--- src/rtl/leading_digit_normalizer_pkg.sv ---
`default_nettype none
// ------------------------------------------------------------------
// leading_digit_normalizer_pkg : shared constants, lz width, flags
// Rev 1.0
// ------------------------------------------------------------------
package leading_digit_normalizer_pkg;

  localparam int DIGIT_W = 4;

  function automatic int lz_width(input int digits);
    int w;
    w = 0;
    while ((1 << w) < digits) w++;
    return (w < 1) ? 1 : w;
  endfunction

  typedef struct packed {
    logic zero;
    logic clamped;
  } result_flags_t;

endpackage

`default_nettype wire

--- src/rtl/leading_digit_normalizer_dec_lzd.sv ---
`default_nettype none
// ------------------------------------------------------------------
// dec_lzd : combinational count of leading all-zero BCD digits
// Rev 1.0
// ------------------------------------------------------------------
module dec_lzd
  import leading_digit_normalizer_pkg::*;
#(
  parameter int DIGITS = 7,
  parameter int LZW    = 3
) (
  input  logic [DIGIT_W*DIGITS-1:0] m,
  output logic [LZW-1:0]            lz,
  output logic                      zero
);

  // Ascending scan: the last nonzero digit seen is the most significant one.
  always_comb begin
    lz   = '0;
    zero = 1'b1;
    for (int i = 0; i < DIGITS; i++) begin
      if (m[DIGIT_W*i +: DIGIT_W] != '0) begin
        lz   = LZW'(DIGITS - 1 - i);
        zero = 1'b0;
      end
    end
  end

endmodule

`default_nettype wire

--- src/rtl/leading_digit_normalizer.sv ---
`default_nettype none
// ------------------------------------------------------------------
// leading_digit_normalizer : two-stage BCD mantissa/exponent normaliser
// Rev 1.0
// ------------------------------------------------------------------
module leading_digit_normalizer
  import leading_digit_normalizer_pkg::*;
#(
  parameter int DIGITS = 7,
  parameter int EW     = 8
) (
  input  logic                      clk,
  input  logic                      rst_n,
  input  logic                      in_valid,
  output logic                      in_ready,
  input  logic [EW-1:0]             e1,
  input  logic [EW-1:0]             e2,
  input  logic [DIGIT_W*DIGITS-1:0] m1,
  input  logic [DIGIT_W*DIGITS-1:0] m2,
  output logic                      out_valid,
  input  logic                      out_ready,
  output logic [EW-1:0]             e1_out,
  output logic [EW-1:0]             e2_out,
  output logic [DIGIT_W*DIGITS-1:0] m1_out,
  output logic [DIGIT_W*DIGITS-1:0] m2_out,
  output logic                      m1_zero,
  output logic                      m2_zero,
  output logic                      e1_clamped,
  output logic                      e2_clamped
);

  localparam int MW  = DIGIT_W * DIGITS;
  localparam int LZW = lz_width(DIGITS);
  localparam int CW  = ((LZW > EW) ? LZW : EW) + 1;

  logic [MW-1:0]  w_m_in   [2];
  logic [EW-1:0]  w_e_in   [2];
  logic [LZW-1:0] w_lz     [2];
  logic           w_zero   [2];
  logic [MW-1:0]  w_m_norm [2];
  logic [EW-1:0]  w_e_norm [2];
  result_flags_t  w_flags  [2];

  logic           r1_valid;
  logic [MW-1:0]  r1_m     [2];
  logic [EW-1:0]  r1_e     [2];
  logic [LZW-1:0] r1_lz    [2];
  logic           r1_zero  [2];

  logic           r2_valid;
  logic [MW-1:0]  r2_m     [2];
  logic [EW-1:0]  r2_e     [2];
  result_flags_t  r2_flags [2];

  logic w_load1;
  logic w_load2;

  assign w_m_in[0] = m1;
  assign w_m_in[1] = m2;
  assign w_e_in[0] = e1;
  assign w_e_in[1] = e2;

  assign w_load2  = !r2_valid || out_ready;
  assign w_load1  = !r1_valid || w_load2;
  assign in_ready = w_load1;

  for (genvar gi = 0; gi < 2; gi++) begin : g_operand
    logic [CW-1:0] w_e_ext;
    logic [CW-1:0] w_lz_ext;
    logic [CW-1:0] w_sh_ext;
    logic          w_clamped;

    dec_lzd #(
      .DIGITS (DIGITS),
      .LZW    (LZW)
    ) u_lzd (
      .m    (w_m_in[gi]),
      .lz   (w_lz[gi]),
      .zero (w_zero[gi])
    );

    // The shift can never exceed e, so the exponent subtraction cannot wrap.
    always_comb begin
      w_e_ext   = CW'(r1_e[gi]);
      w_lz_ext  = CW'(r1_lz[gi]);
      w_clamped = !r1_zero[gi] && (w_lz_ext > w_e_ext);
      w_sh_ext  = w_clamped ? w_e_ext : w_lz_ext;
    end

    assign w_m_norm[gi]        = r1_m[gi] << {w_sh_ext, 2'b00};
    assign w_e_norm[gi]        = EW'(w_e_ext - w_sh_ext);
    assign w_flags[gi].zero    = r1_zero[gi];
    assign w_flags[gi].clamped = w_clamped;
  end

  always_ff @(posedge clk or negedge rst_n) begin
    if (!rst_n) begin
      r1_valid <= 1'b0;
      for (int i = 0; i < 2; i++) begin
        r1_m[i]    <= '0;
        r1_e[i]    <= '0;
        r1_lz[i]   <= '0;
        r1_zero[i] <= 1'b0;
      end
    end else if (w_load1) begin
      r1_valid <= in_valid;
      if (in_valid) begin
        for (int i = 0; i < 2; i++) begin
          r1_m[i]    <= w_m_in[i];
          r1_e[i]    <= w_e_in[i];
          r1_lz[i]   <= w_lz[i];
          r1_zero[i] <= w_zero[i];
        end
      end
    end
  end

  always_ff @(posedge clk or negedge rst_n) begin
    if (!rst_n) begin
      r2_valid <= 1'b0;
      for (int i = 0; i < 2; i++) begin
        r2_m[i]     <= '0;
        r2_e[i]     <= '0;
        r2_flags[i] <= '0;
      end
    end else if (w_load2) begin
      r2_valid <= r1_valid;
      if (r1_valid) begin
        for (int i = 0; i < 2; i++) begin
          r2_m[i]     <= w_m_norm[i];
          r2_e[i]     <= w_e_norm[i];
          r2_flags[i] <= w_flags[i];
        end
      end
    end
  end

  assign out_valid  = r2_valid;
  assign m1_out     = r2_m[0];
  assign m2_out     = r2_m[1];
  assign e1_out     = r2_e[0];
  assign e2_out     = r2_e[1];
  assign m1_zero    = r2_flags[0].zero;
  assign m2_zero    = r2_flags[1].zero;
  assign e1_clamped = r2_flags[0].clamped;
  assign e2_clamped = r2_flags[1].clamped;

endmodule

`default_nettype wire

--- config.mk ---
export PLATFORM = sky130hd
export DESIGN_NAME = leading_digit_normalizer
export DESIGN_NICKNAME = d
export VERILOG_FILES = /design/src/rtl/leading_digit_normalizer_pkg.sv /design/src/rtl/leading_digit_normalizer_dec_lzd.sv /design/src/rtl/leading_digit_normalizer.sv
export SDC_FILE = /design/constraint.sdc
export NUM_CORES = 1
export LEC_CHECK = 0
export BUFFER_PORTS_ARGS = -buffer_cell sky130_fd_sc_hd__buf_4
export CAP_MARGIN = 20
export CORE_MARGIN = 5
export CORE_UTILIZATION = 25
export DETAILED_ROUTE_END_ITERATION = 6
export GPL_ROUTABILITY_DRIVEN = 0
export PLACE_DENSITY = 0.49
export SYNTH_ARGS = -nofsm -noshare
export SYNTH_HDL_FRONTEND = slang
export SYNTH_SLANG_ARGS = --single-unit
export TNS_END_PERCENT = 20
--- constraint.sdc ---
create_clock -name clk -period 4.9 [get_ports clk]
set_input_delay 0.245 -clock clk [delete_from_list [all_inputs] [get_ports clk]]
set_output_delay 0.245 -clock clk [all_outputs]
set_load 0.1 [all_outputs]
Word level (Yosys, flattened, before mapping). Index checks and enable logic that the tools add are counted.

Input port bits: 76. Bits in writable memories: 0. Memories kept: 0. Latch bits: 0. ROM bits: 0. Output and inout bits: 78. Logic and storage cells: 78. Bits in registers: 158.

Shift-type cells: 2. Equal/unequal tests: 0. Add/subtract/negate cells: 2. Magnitude comparators: 2. Muxes and demuxes: 30. $mul: 0. Bitwise operators: 0. Reductions and logical operators: 24. Divide/modulo/power cells: 0.

Operator list (count): nonzero test 4 bit (14); left shift 28 x 10 -> 28 bit (2); two-way mux 3 bit (14); greater-than comparator 3 x 8 -> 1 bit (2); two-way mux 8 bit (2); subtractor 8 bit (2); two-way mux 1 bit (14); zero test 1 bit (4); AND reduction 2 bit (2); logical AND 1 bit (2); logical OR 1 bit (2).

Longest topological paths before layout. Gate-level depths: netlist (run 1).

Depth after elaboration: 8. Gate-level depth with buffers: 16. Gate-level depth less buffers: 15.

Cells and area by module. Synthesis (run 1) repeated with hierarchy kept, for this count alone.

Cells, all modules: 678. Area, all modules: 7811.2 sq um.

By module, submodules not included: leading_digit_normalizer (times used 1, cells an instance 642, seq. area each 3953.8 sq um, area an instance 7561.0 sq um); dec_lzd (times used 2, cells an instance 18, seq. area each 0.0 sq um, area an instance 125.1 sq um).

Worst setup path before layout (run 1). OpenSTA, ideal clock, no wires.

Path type: register to register. From: register r2_valid (netlist: out_valid). To: register r1_e, in the netlist g_operand[0].w_e_ext[0]. Arrival time: 3.304 ns. Library setup time: 0.125 ns. Cell stages (with the launch flop): 5. Slack: 1.472 ns. Required time: 4.775 ns. Buffers on the path: 1. Clock period less this slack: 3.428 ns. Path through: dfrtp_1 -> nand3b_1 -> nand2_1 -> clkbuf_1 -> mux2_2.

Word-level cells in the longest chain between the ends: 4.

RTL lines: start, declared (line leading_digit_normalizer.sv:50) `logic r2_valid;`; start signal, assigned (line leading_digit_normalizer.sv:127) `r2_valid <= r1_valid;`; zero test 1 bit (line leading_digit_normalizer.sv:63) `assign w_load2 = !r2_valid || out_ready;`; logical OR 1 bit (line leading_digit_normalizer.sv:63); logical OR 1 bit (line leading_digit_normalizer.sv:64) `assign w_load1 = !r1_valid || w_load2;`; net in_ready (line leading_digit_normalizer.sv:15) `output logic in_ready,`; AND reduction 2 bit (no line); end signal, assigned by index (line leading_digit_normalizer.sv:110) `r1_e[i] <= w_e_in[i];`; end, declared (line leading_digit_normalizer.sv:46) `logic [EW-1:0] r1_e [2];`.

The timed path passes the listed nets, and every way through them passes these cells. A chain may end at the register's enable or synchronous reset.

Final worst setup path (run 1).
From: register r1_e, in the netlist g_operand[1].w_e_ext[1]. To: register r2_e, in the netlist e2_out[6].

Word-level cells in the longest chain between the ends: 4.

RTL lines: greater-than comparator 3 x 8 -> 1 bit (line leading_digit_normalizer.sv:86) `w_clamped = !r1_zero[gi] && (w_lz_ext > w_e_ext);`; logical AND 1 bit (line leading_digit_normalizer.sv:86); two-way mux 8 bit (line leading_digit_normalizer.sv:87) `w_sh_ext = w_clamped ? w_e_ext : w_lz_ext;`; subtractor 8 bit (*) (line leading_digit_normalizer.sv:91) `assign w_e_norm[gi] = EW'(w_e_ext - w_sh_ext);`; end signal, assigned by index (line leading_digit_normalizer.sv:131) `r2_e[i] <= w_e_norm[i];`; end, declared (line leading_digit_normalizer.sv:52) `logic [EW-1:0] r2_e [2];`.

Mark *: on every way between the ends. The rest lies on a longest branch, timed or not.

==> results_dict.tcl, run 1 <==
set metrics [dict create \
    post-route-period-util_pct 71.2 \
    fin_util_pct 32.4 \
    numPlacedInstances 1213 \
    outcome "finished, final reports clean" \
    drc_errors 0 \
    ctsResizeCount 0 \
    tns_ns 0 \
    synthesis.instances 686 \
    cts_buffers 17 \
    async_reset_ff_share_pct 100 \
    grt_usage_pct 14.0 \
    antenna_found_initial 0 \
    fin_crit_ns 3.49 \
    hpwl_mm 18.2 \
    grt-ovfl-total 0 \
    post_cts_buffers 0 \
    finalWorstSetupSlack_ns 1.41 \
    ys_ff_latch 158 \
    grt_pass1_vias 6206 \
    seq_area_um2 3950 \
    synth-edff-count 0 \
    fmax_mhz 287 \
    std_cell_rows 64 \
    ant_nets 0 \
    crit_arrival_ns 3.79 \
    leakage_nw 4.58 \
    drt-total-wl_mm 24.2 \
    syn_nets 776 \
    place_ws_ns 1.45 \
    worstMarginPinSlew_ns 0.902 \
    synth-warning-count 0 \
    cap_violations 0 \
    r2r_slack_ns 1.41 \
    hold_viol 0 \
    cp_max_fo 14 \
    die-area_um2 34400 \
    power_per_cell_area_nw_per_um2 511 \
    htree_levels 4 \
    finalSetupViolCount 0 \
    dr.pass1.iters 4 \
    reg2reg_depth 12 \
    die_x_um 186 \
    slew_violations 0 \
    synth_area_um2 7700 \
    io_buffers 153 \
    nets 927 \
    area_delta_synth_final_pct 28.5 \
    rsz0062_at_grt "no" \
    drt_iter0_drc 285 \
    cts_tree "built" \
    cts_buffer_depth 2 \
    fill_cells 3153 \
    pin_count 154 \
    path_clk_slew_ns 0.07 \
    grt_pass1_wl_mm 37.1 \
    cp.required_ns 5.20 \
    ys_seq_area_share_pct 51.3 \
    multiInputGateArea_um2 3590 \
    min_delay_path_depth 2 \
    die_h_um 186 \
    vias_per_cell 4.79 \
    coreArea_um2 30500 \
    clockRootBuffer "clkbuf_16" \
    critPathKind "reg -> reg" \
    start_kind "flop" \
    final_layout_size_suffix_gt1_share_pct 34.0 \
    grt_start_max_net_pins 78 \
    synth_top_flop_cell "dfrtp_1" \
    instances_no_fill 1246 \
    fin_worst_skew_ns 0.0149 \
    routedWlPerCell_um 19.4 \
    slew_headroom_pct 39.3 \
    peakVddDrop_uv 333 \
    clkSinkCount 158 \
    insertedDiodeCount 0 \
    synth_cell_types 49 \
    via_count 5972 \
    avgSynthCellArea_um2 11.2 \
    start_util_pct 25.3 \
    report.power.total_mw 5.06 \
    hp-class "in -> reg" \
    clk_latency_ns 0.43 \
    critPathCaptureType "flop" \
]
-- timing repair --
action | in CTS | in global routing
hold buffers | 1 | 0
endpoints found under the hold margin | 75 | 0
setup endpoints to repair | 0 | 0
-- registers in the layout, indices dropped and copies added (netlist names) --
signal and count:
m2_zero 1, m1_zero 1, g_operand.w_lz_ext 6, out_valid 1, e1_out 8, r1_valid 1
e2_out 8, g_operand.w_e_ext 16, r1_m 56, e1_clamped 1, e2_clamped 1, m1_out 28
m2_out 28, r1_zero 2
-- worst max-delay path, stage by stage (launching register included) --
cell	delay, ns
dfrtp_1	0.44
inv_1	0.08
ha_1	0.31
a311oi_1	0.27
nand2_1	0.14
a21oi_4	0.30
mux2_2	0.39
inv_1	0.21
fa_1	0.45
a211o_1	0.34
nor3_1	0.21
xnor2_1	0.14
o21ai_0	0.08
-- logic make-up after synthesis --
kind of cell / share of synthesized area [%]
compound gates: 12.6
xor+xnor: 1.36
fa+ha+maj: 2.47
buf+inv: 2.60
flops: 51.3
mux: 19.0
simple gates: 10.7
-- Yosys cell counts, drive strengths merged, types with 4 or more instances --
cell type	n	area share (%)
mux2i	49	6.4
a21oi	12	1.1
a32o	14	1.8
o221ai	8	0.91
nor4	13	1.1
xnor2	7	0.80
nand3	10	0.65
ha	12	1.9
o211ai	8	0.78
dfrtp	158	51
xor2	5	0.57
o22ai	8	0.65
inv	16	0.78
mux2	86	13
nor3	5	0.39
o21ai	43	2.8
buf	12	0.84
a22o	10	1.1
nor2	19	0.93
nor2b	10	0.81
o2bb2ai	4	0.45
a22oi	4	0.39
and2	4	0.32
clkbuf	19	0.93
a211o	9	1.0
nand2	113	5.5
a221o	4	0.52
nand2b	4	0.32
-- report_power, final --
part | total [mW] | switching [mW] | leakage [nW] | internal, mW
Clock | 1.31 | 0.634 | 0.268 | 0.676
Combinational | 1.98 | 1.49 | 2.41 | 0.492
Sequential | 1.77 | 0.228 | 1.91 | 1.54
Total | 5.06 | 2.35 | 4.58 | 2.71
-- area by class of cell --
| cell class | count | share of cell area [%] |
|---|---|---|
| Timing Repair Buffer | 163 | 12.4 |
| Tap cell | 396 | 5.01 |
| Clock inverter | 15 | 1.45 |
| Clock buffer | 17 | 4.30 |
| Sequential cell | 158 | 39.9 |
| Inverter | 17 | 0.645 |
| Multi-Input combinational cell | 480 | 36.2 |
-- final timing paths --
| path | end | startpoint |
|---|---|---|
| min reg2reg | e2_clamped | e2_clamped |
| min in group asynchronous | m1_out[8] | rst_n |
| max | e2_out[6] | g_operand[1].w_e_ext[1] |
| min | g_operand[0].w_e_ext[7] | e1[7] |
| max in group asynchronous | e1_out[2] | rst_n |
| max reg2reg | e2_out[6] | g_operand[1].w_e_ext[1] |
-- metal layers --
layer	GRT usage (%)	up-vias	routed length (µm)
li1	-	2795	-
met1	18.3	2993	10400
met2	23.8	162	12200
met3	2.95	22	1240
met4	3.58	0	334
met5	0	-	0
-- per-stage QoR --
step	hold slack, ns	area [µm²]
2_1_floorplan	-0.0506	7700
3_3_place_gp	0.346	9320
3_5_place_dp	0.341	9320
4_1_cts	0.0221	9900
5_1_grt	0.0259	9900
6_report	0.0416	9900
-- cells in the final DEF (no fill, tap or decap), types with 3 or more instances in the layout --
cell type	count
a211o_1	9
a21oi_1	10
a221o_1	4
a22o_1	10
a22oi_1	4
a32o_1	14
and2_1	4
buf_4	161
clkbuf_16	17
clkinvlp_4	4
dfrtp_1	158
ha_1	12
inv_1	15
inv_6	6
inv_8	4
mux2_2	86
mux2i_1	47
nand2_1	111
nand2b_1	4
nand3_1	10
nand4_1	3
nor2_1	19
nor2b_1	10
nor3_1	4
nor4_1	12
o211ai_1	8
o21a_1	3
o21ai_0	39
o21ai_1	4
o221ai_1	8
o22ai_1	8
o2bb2ai_1	4
xnor2_1	7
xor2_1	5
Note: power is estimated with default switching activity, not from simulation.
==> run 2: changes to the inputs <==
--- a/config.mk
+++ b/config.mk
@@ -5,13 +5,14 @@
 export SDC_FILE = /design/constraint.sdc
 export NUM_CORES = 1
 export LEC_CHECK = 0
+export ABC_AREA = 1
 export BUFFER_PORTS_ARGS = -buffer_cell sky130_fd_sc_hd__buf_4
 export CAP_MARGIN = 20
 export CORE_MARGIN = 5
 export CORE_UTILIZATION = 25
 export DETAILED_ROUTE_END_ITERATION = 6
 export GPL_ROUTABILITY_DRIVEN = 0
-export PLACE_DENSITY = 0.49
+export PLACE_DENSITY = 0.5
 export SYNTH_ARGS = -nofsm -noshare
 export SYNTH_HDL_FRONTEND = slang
 export SYNTH_SLANG_ARGS = --single-unit
==> constraint.sdc (replaced) <==
create_clock -name clk -period 3 [get_ports clk]
set_input_delay 0.15 -clock clk [delete_from_list [all_inputs] [get_ports clk]]
set_output_delay 0.15 -clock clk [all_outputs]
set_load 0.1 [all_outputs]
==> results_dict.tcl, run 2 <==
set metrics [dict create \
    synth_commonest_cells "nand2_1 (410), nand3_1 (167), dfrtp_1 (158)" \
    start_util_pct 25.3 \
    fin_worst_skew_ns 0.0119 \
    routedWlPerCell_um 16.1 \
    worstMarginPinSlew_ns 1.11 \
    nets 1356 \
    post-route-period-util_pct 94.0 \
    outcome "finished, final reports clean" \
    grt_usage_pct 15.3 \
    layout_commonest_cell "nand2_1" \
    drt_iter0_drc 735 \
    critPathCaptureType "flop" \
    vias_per_cell 4.58 \
    drt-total-wl_mm 27.7 \
    via_count 7882 \
    clockRootBuffer "clkbuf_16" \
    drc_errors 0 \
    insertedDiodeCount 0 \
    cts_tree "built" \
    finalWorstSetupSlack_ns 0.180 \
    dr.pass1.iters 5 \
    grt_pass1_wl_mm 43.7 \
    synth_top_flop_cell "dfrtp_1" \
    area_delta_synth_final_pct 35.1 \
    synth.most_common_cell "nand2_1" \
    power_per_cell_area_nw_per_um2 879 \
    cp_max_fo 9 \
    hpwl_mm 20.1 \
    synth_cell_types 38 \
    yosys.area.top_type "dfrtp_1" \
    htree_levels 4 \
    coreArea_um2 32500 \
    hp-class "in -> reg" \
    synth_top_area_share_pct 48.2 \
    clkSinkCount 158 \
    std_cell_rows 66 \
    final_cell_mix "nand2_1 (408), buf_4 (171), nand3_1 (166)" \
    cap_violations 0 \
    grt_start_max_net_pins 70 \
    cts_buffers 17 \
    ant_nets 0 \
    rsz0062_at_grt "yes" \
    grt_pass1_vias 7848 \
    finalSetupViolCount 0 \
    pin_count 154 \
    crit_arrival_ns 3.15 \
    instances_no_fill 1721 \
    synth-edff-count 0 \
    fmax_mhz 355 \
    die_x_um 191 \
    io_buffers 153 \
    synth_area_um2 8200 \
    die-area_um2 36500 \
    grt-ovfl-total 0 \
    syn_nets 1146 \
    die_h_um 191 \
    numPlacedInstances 1619 \
    fill_cells 3433 \
    path_clk_slew_ns 0.07 \
    fin_crit_ns 2.82 \
    antenna_found_initial 0 \
    leakage_nw 5.48 \
    cts_buffer_depth 2 \
    synth-warning-count 0 \
    hold_viol 0 \
    start_kind "flop" \
    async_reset_ff_share_pct 100 \
    ys_ff_latch 158 \
    cp.required_ns 3.33 \
    final_layout_size_suffix_gt1_share_pct 18.3 \
    slew_headroom_pct 25.4 \
    fin_util_pct 34.2 \
    largest_reg_flops 56 \
    slew_violations 0 \
    place_ws_ns 0.170 \
    peakVddDrop_uv 491 \
    clk_latency_ns 0.44 \
    critPathKind "reg -> reg" \
    top_register "r1_m" \
    synth_area_leaders "dfrtp_1 (48%), nand2_1 (19%), nand3_1 (10%), o21ai_0 (3.8%), inv_1 (3.1%)" \
    avgSynthCellArea_um2 7.77 \
    ys_seq_area_share_pct 48.2 \
    synthesis.instances 1056 \
]
-- run 2: cell types whose count changed in the layout (fill, tap and decap cells not counted), sizes merged, moves of 48 or more --
cell         delta
nand2         +306
nand3         +159
mux2           -86
dlygate4sd3    +68
mux2i          -49
inv            +48
-- run 2: through the flow --
stage / setup TNS (ns) / power [mW] / area (µm²) / hold slack, ns
after floorplan: 0 / 6.42 / 8210 / -0.146
after global placement: 0 / 7.60 / 9810 / 0.225
after detailed placement: 0 / 7.61 / 9810 / 0.221
after CTS: 0 / 9.85 / 11100 / 0.0225
after global routing: -0.0367 / 10.2 / 11100 / 0.0581
final: 0 / 9.74 / 11100 / 0.0346
-- run 2: cell type report --
cell class	count	area, µm²	area share [%]
inverter	71	268	2.42
sequential	158	3950	35.7
multi-input combinational	776	3740	33.7
tap	442	553	4.99
timing repair buffer	242	2010	18.1
clock buffer	19	433	3.91
clock inverter	13	130	1.17
-- run 2: final timing paths --
kind | startpoint | to | slack (ns) | cells after the start
setup / recovery | g_operand[1].w_e_ext[2] | e2_out[5] | 0.18 | 16
hold / removal | m1[10] | r1_m[38] | 0.03 | 3
setup reg to reg | g_operand[1].w_e_ext[2] | e2_out[5] | 0.18 | 16
hold reg to reg | m1_out[12] | m1_out[12] | 0.48 | 2
max in group asynchronous | rst_n | r1_m[15] | 1.88 | 3
min in group asynchronous | rst_n | out_valid | 0.29 | 2
-- run 2: logic make-up after synthesis --
kind of cell | Yosys count | share of synthesized area, %
and+or+nand+nor | 646 | 34.5
DFF | 158 | 48.2
buffers and inverters | 122 | 6.54
AOI/OAI and AO/OA | 109 | 7.75
adders and majority gates | 14 | 2.32
xor gates and xnor gates | 7 | 0.747
-- run 2: timing repair --
item                                    in CTS  in global routing
setup buffers                                0                  1
hold buffers                                69                  0
endpoints found under the setup margin       0                  4
hold endpoints to repair                   134                  0
gates resized for setup                      0                  3
-- run 2: per-layer routing --
metal	vias to the layer above	wire, µm	track usage (%)
li1	3887	-	-
met1	3760	13400	22.2
met2	210	12600	23.6
met3	25	1400	2.59
met4	0	376	4.01
met5	-	0	0
-- run 2: critical path, stage by stage (launching register included) --
cell	delay, ns
dfrtp_1	0.41
inv_1	0.08
ha_1	0.31
inv_1	0.06
nor2_1	0.06
nor2_4	0.15
nand2_4	0.14
o21ai_4	0.31
ha_1	0.35
nand2_1	0.09
nand2_1	0.05
a31oi_1	0.22
and2_1	0.19
nand2_1	0.06
xnor2_1	0.12
nand2_1	0.06
nand2_1	0.05
-- run 2: report_power, final --
group | leakage, nW | internal, mW | switching [mW]
clock | 0.262 | 1.16 | 0.968
combinational | 3.25 | 0.996 | 3.62
sequential | 1.97 | 2.62 | 0.375
